==> src/rtl/ghash_ctrl.sv <==
// ghash_ctrl: sequences GHASH blocks through an external GF(2^128) multiplier.
// Optional E(K,J0) tag masking (port iEkj0) is built when GHASH_TAG_MASK_EN is defined.
module ghash_ctrl #(
  parameter int unsigned MUL_LAT = 1
) (
  input  logic         clk,
  input  logic         iRstn,
  input  logic         iStart,
  input  logic [127:0] iHashkey,
  input  logic [127:0] iBlock,
  input  logic         iBlockValid,
  input  logic         iBlockLast,
  output logic         oBlockReady,
  output logic [127:0] oMulA,
  output logic [127:0] oMulB,
  input  logic [127:0] iMulResult,
  output logic [127:0] oTag,
  output logic         oTagValid,
`ifdef GHASH_TAG_MASK_EN
  input  logic [127:0] iEkj0,
`endif
  output logic         oBusy
);

  typedef enum logic [1:0] {
    S_IDLE     = 2'd0,
    S_WAIT_BLK = 2'd1,
    S_MUL      = 2'd2,
    S_DONE     = 2'd3
  } state_e;

  localparam logic [2:0] LAT_C = 3'(MUL_LAT);

  state_e       state_q, state_d;
  logic [127:0] y_q, y_d;
  logic [2:0]   cnt_q, cnt_d;
  logic         last_q, last_d;
  logic [127:0] mul_a_q, mul_a_d;
  logic [127:0] mul_b_q, mul_b_d;
  logic [127:0] tag_q, tag_d;
  logic         tag_valid_q, tag_valid_d;
  logic         ready_q, ready_d;
  logic         busy_q, busy_d;
  logic [127:0] tag_mask_s;

`ifdef GHASH_TAG_MASK_EN
  assign tag_mask_s = iEkj0;
`else
  assign tag_mask_s = 128'h0;
`endif

  // State register
  always_ff @(posedge clk) begin
    if (!iRstn) begin
      state_q <= S_IDLE;
    end else begin
      state_q <= state_d;
    end
  end

  // Next-state logic
  always_comb begin
    state_d = state_q;
    case (state_q)
      S_IDLE: begin
        if (iStart) state_d = S_WAIT_BLK;
        else        state_d = S_IDLE;
      end
      S_WAIT_BLK: begin
        if (iBlockValid) state_d = S_MUL;
        else             state_d = S_WAIT_BLK;
      end
      S_MUL: begin
        // The product is sampled on the edge that ends the last latency cycle.
        if (cnt_q == 3'd1) state_d = last_q ? S_DONE : S_WAIT_BLK;
        else               state_d = S_MUL;
      end
      S_DONE:  state_d = S_IDLE;
      default: state_d = S_IDLE;
    endcase
  end

  // Datapath and output next-values
  always_comb begin
    y_d         = y_q;
    cnt_d       = cnt_q;
    last_d      = last_q;
    mul_a_d     = mul_a_q;
    mul_b_d     = mul_b_q;
    tag_d       = tag_q;
    tag_valid_d = 1'b0;
    case (state_q)
      S_IDLE: begin
        if (iStart) begin
          mul_b_d = iHashkey;
          y_d     = 128'h0;
          last_d  = 1'b0;
        end else begin
          mul_b_d = mul_b_q;
        end
      end
      S_WAIT_BLK: begin
        if (iBlockValid) begin
          mul_a_d = y_q ^ iBlock;
          last_d  = iBlockLast;
          cnt_d   = LAT_C;
        end else begin
          mul_a_d = mul_a_q;
        end
      end
      S_MUL: begin
        cnt_d = cnt_q - 3'd1;
        if (cnt_q == 3'd1) y_d = iMulResult;
        else               y_d = y_q;
      end
      S_DONE: begin
        tag_d       = y_q ^ tag_mask_s;
        tag_valid_d = 1'b1;
      end
      default: begin
        tag_valid_d = 1'b0;
      end
    endcase
    ready_d = (state_d == S_WAIT_BLK);
    busy_d  = (state_d != S_IDLE);
  end

  // Datapath and output registers
  always_ff @(posedge clk) begin
    if (!iRstn) begin
      y_q         <= 128'h0;
      cnt_q       <= 3'd0;
      last_q      <= 1'b0;
      mul_a_q     <= 128'h0;
      mul_b_q     <= 128'h0;
      tag_q       <= 128'h0;
      tag_valid_q <= 1'b0;
      ready_q     <= 1'b0;
      busy_q      <= 1'b0;
    end else begin
      y_q         <= y_d;
      cnt_q       <= cnt_d;
      last_q      <= last_d;
      mul_a_q     <= mul_a_d;
      mul_b_q     <= mul_b_d;
      tag_q       <= tag_d;
      tag_valid_q <= tag_valid_d;
      ready_q     <= ready_d;
      busy_q      <= busy_d;
    end
  end

  assign oBlockReady = ready_q;
  assign oMulA       = mul_a_q;
  assign oMulB       = mul_b_q;
  assign oTag        = tag_q;
  assign oTagValid   = tag_valid_q;
  assign oBusy       = busy_q;

endmodule

==> config.mk <==
export PLATFORM = sky130hd
export DESIGN_NAME = ghash_ctrl
export DESIGN_NICKNAME = d
export VERILOG_FILES = /design/src/rtl/ghash_ctrl.sv
export SDC_FILE = /design/constraint.sdc
export NUM_CORES = 1
export LEC_CHECK = 0
export CAP_MARGIN = 20
export CORE_AREA = 2 2 304 306
export CTS_BUF_LIST = sky130_fd_sc_hd__clkbuf_4
export DETAILED_ROUTE_END_ITERATION = 10
export DIE_AREA = 0 0 306 308
export PLACE_DENSITY = 0.46
export SLEW_MARGIN = 0
export SYNTH_ARGS = -nofsm -noshare
export SYNTH_HDL_FRONTEND = slang
export SYNTH_SLANG_ARGS = --single-unit
==> constraint.sdc <==
create_clock -name clk -period 1.4 [get_ports clk]
set_input_delay 0.21 -clock clk [delete_from_list [all_inputs] [get_ports clk]]
set_output_delay 0.21 -clock clk [all_outputs]
set_load 0.1 [all_outputs]
==> impl_metrics.ini <==
[status]
status = finished with violations
violations = negative setup slack

[detailed_routing]
vias = 21936
drt_first_pass_iters = 7
postRouteWirelength_mm = 102
drc = 0
wl_per_cell_um = 20.1
postRouteAntennaNets = 0
dr.first_iter.drc_count = 831
vias_per_cell = 4.34

[logic_synthesis]
synth_seq_cells = 521
synth-adder-area-share_pct = 0.122
synth_nets = 2663
synth_mux_area_share_pct = 6.25
synthesis.area_um2 = 20500
yosys_warnings = 0
ys.flop_type = dfxtp_1
yosysTopAreaCellShare_pct = 50.9
synthXorXnorAreaFrac_pct = 5.52
synth-compound-area-share_pct = 15.9
synth.distinct_cells = 31
ys_seq_area_share_pct = 50.9
syn_avg_cell_area_um2 = 9.02
synth_edf_count = 0
synth_area_leaders = dfxtp_1 51%, nand2_1 17%, a21boi_1 7.9%
yosys.area_share.simple_pct = 17.2
synth_top_family_by_area = simple AND/OR/NAND/NOR gates
synth_top_area_cell = dfxtp_1
synthArstFlopShare_pct = 0
syn_inst = 2272

[clocking]
htreeDepth = 4
cts.sinks = 521
root_buffer = clkbuf_4
cts_tree = built
clk_pin_slew_ns = 0.07
cts_buffers = 158
clockBufferDepth = 3
clkLatencyLatePin_ns = 1.04

[floorplan]
core.rowCount = 111
ios = 776
core-area_um2 = 91000
die_w_um = 306
initial_core_util_pct = 22.5
die-area_um2 = 94200
die_h_um = 308

[critical_path]
end_kind = primary output
cp.required_ns = 1.19
slowest_delay_ns = 0.39
cp.depth = 1
startpoint = oMulB[92]
path_buf_inv = 1
path_cells = buf_12
crit_arrival_ns = 1.61
cpMaxStageDelayCell = dfxtp_4
reg2reg_from = state_q[1]
critical_path_class = flip-flop to primary output
critical-path-top-delay-family = flip-flops
r2r_cells = 8
worstPathMaxFanout = 2
r2r_slack_ns = -0.30
r2r_end = oMulA[82]
critPathCapture = oMulB[92]
startpoint_type = flip-flop

[pwr]
finalPower_mw = 43.7
ir_drop_v = 0.000597
p_per_area_nw_per_um2 = 969
cellLeakagePower_nw = 19.3

[placed_design]
portBuffers = 775
place.gp.congestion = 0.822
dpl_cell_area_um2 = 34200
dp_hpwl_mm = 65.1
place_inst = 4180

[timing]
skew_ns = 0.0777
fin_ws_ns = -0.419
worst_pin_slew_ns = 0.515
finalHoldViolations = 0
finalCriticalPeriod_ns = 1.82
max-slew-margin-rel_pct = 65.7
fmax_ghz = 0.550
rsz0062_at_grt = yes
finalSetupViolCount = 786
fin_crit_sh_pct = 130
report.final.slew_viol_count = 0
setup_tns_ns = -200.20

[layout]
final_cell_mix = 757 x nand2_1, 453 x buf_12, 388 x dlygate4sd3_1, 387 x clkdlybuf4s50_1, 341 x dfxtp_2
final_common_cell = nand2_1
layout.nets = 4153
layout-drive-gt1-share_pct = 40.1
utilization_pct = 49.6
instances_no_fill = 5053
areaGrowthSynthToFinish_pct = 120
fin_area_um2 = 45100
fillCellCount = 8081

[min_path]
min_path_type = input port to flip-flop
hold_start = iHashkey[111]
hold_path_depth = 4

[global_routing]
grt_max_degree = 74
grt_pass1_wl_mm = 144
antenna_found_initial = 10
grt_use_total_pct = 20.2
grtUsageMet3_pct = 6.82
grt-busiest-layer = met2
grtUsageMet1_pct = 22.0
overflow = 0
first_global_vias = 23114
gr-usage-met2_pct = 35.9

[run]
cap_violations = 0
==> Yosys cell counts (3+ instances only) <==
cell type / instances
a21boi_0: 42
a21boi_1: 215
buf_1: 3
buf_2: 76
buf_4: 3
buf_6: 10
clkbuf_1: 81
dfxtp_1: 521
inv_1: 4
mux2i_1: 128
nand2_1: 902
nor2_1: 3
o211a_1: 128
o21ai_0: 3
xnor2_1: 129
==> power breakdown <==
group / internal (mW) / switching [mW]
sequential: 15.5 / 0.637
clock: 8.00 / 6.88
combinational: 6.12 / 6.61
==> registers in the layout (all words and copies together) (netlist names) <==
register / cells
oBusy: 1
oBlockReady: 1
cnt_q: 3
oMulB: 128
oMulA: 128
state_q: 2
oTagValid: 1
last_q: 1
y_q: 128
oTag: 128
==> per-stage QoR <==
step	setup slack, ns	hold slack [ns]
global route	-0.581	0.150
floorplan	0.0219	0.341
finish	-0.419	0.261
global placement	-0.424	0.468
CTS	-0.565	0.113
detailed placement	-0.512	0.470
==> what timing repair did <==
item                                   CTS  global route
setup endpoints to repair              872           882
setup buffers                           63            97
endpoints found under the hold margin  521             0
pin swaps                                9           115
hold buffers                           388             0
cloned                                  45            30
gates resized for setup                546           306
==> layout make-up <==
cell class / instances / area (um2) / share of cell area (%)
timing repair buffer: 1502 / 20600 / 45.6
sequential: 521 / 11000 / 24.5
multi-input combinational: 1575 / 10100 / 22.3
clock buffer: 225 / 1690 / 3.74
tap: 1186 / 1480 / 3.29
clock inverter: 28 / 224 / 0.496
antenna: 12 / 30.0 / 0.0666
inverter: 4 / 15.0 / 0.0333
==> how the worst min path moves through the flow <==
stage                       endpoint  slack [ns]
final                     oMulB[111]        0.26
after global placement        last_q        0.47
after detailed placement      last_q        0.47
after floorplan               last_q        0.34
after CTS                  oMulA[48]        0.11
after global routing           oBusy        0.15
==> kinds of logic after synthesis <==
family                     count (synthesis)
AOI/OAI and AO/OA                        393
xor gates and xnor gates                 129
adders and majority gates                  2
buffers and inverters                    177
DFF                                      521
muxes                                    128
and+or+nand+nor                          922
==> routing by layer <==
layer / wire length, um / vias to the layer above
met4: 3560 / 2
met3: 7220 / 194
li1: - / 10540
met1: 38900 / 10478
met5: 7 / -
met2: 52000 / 722
(Power assumes the default switching activity.)
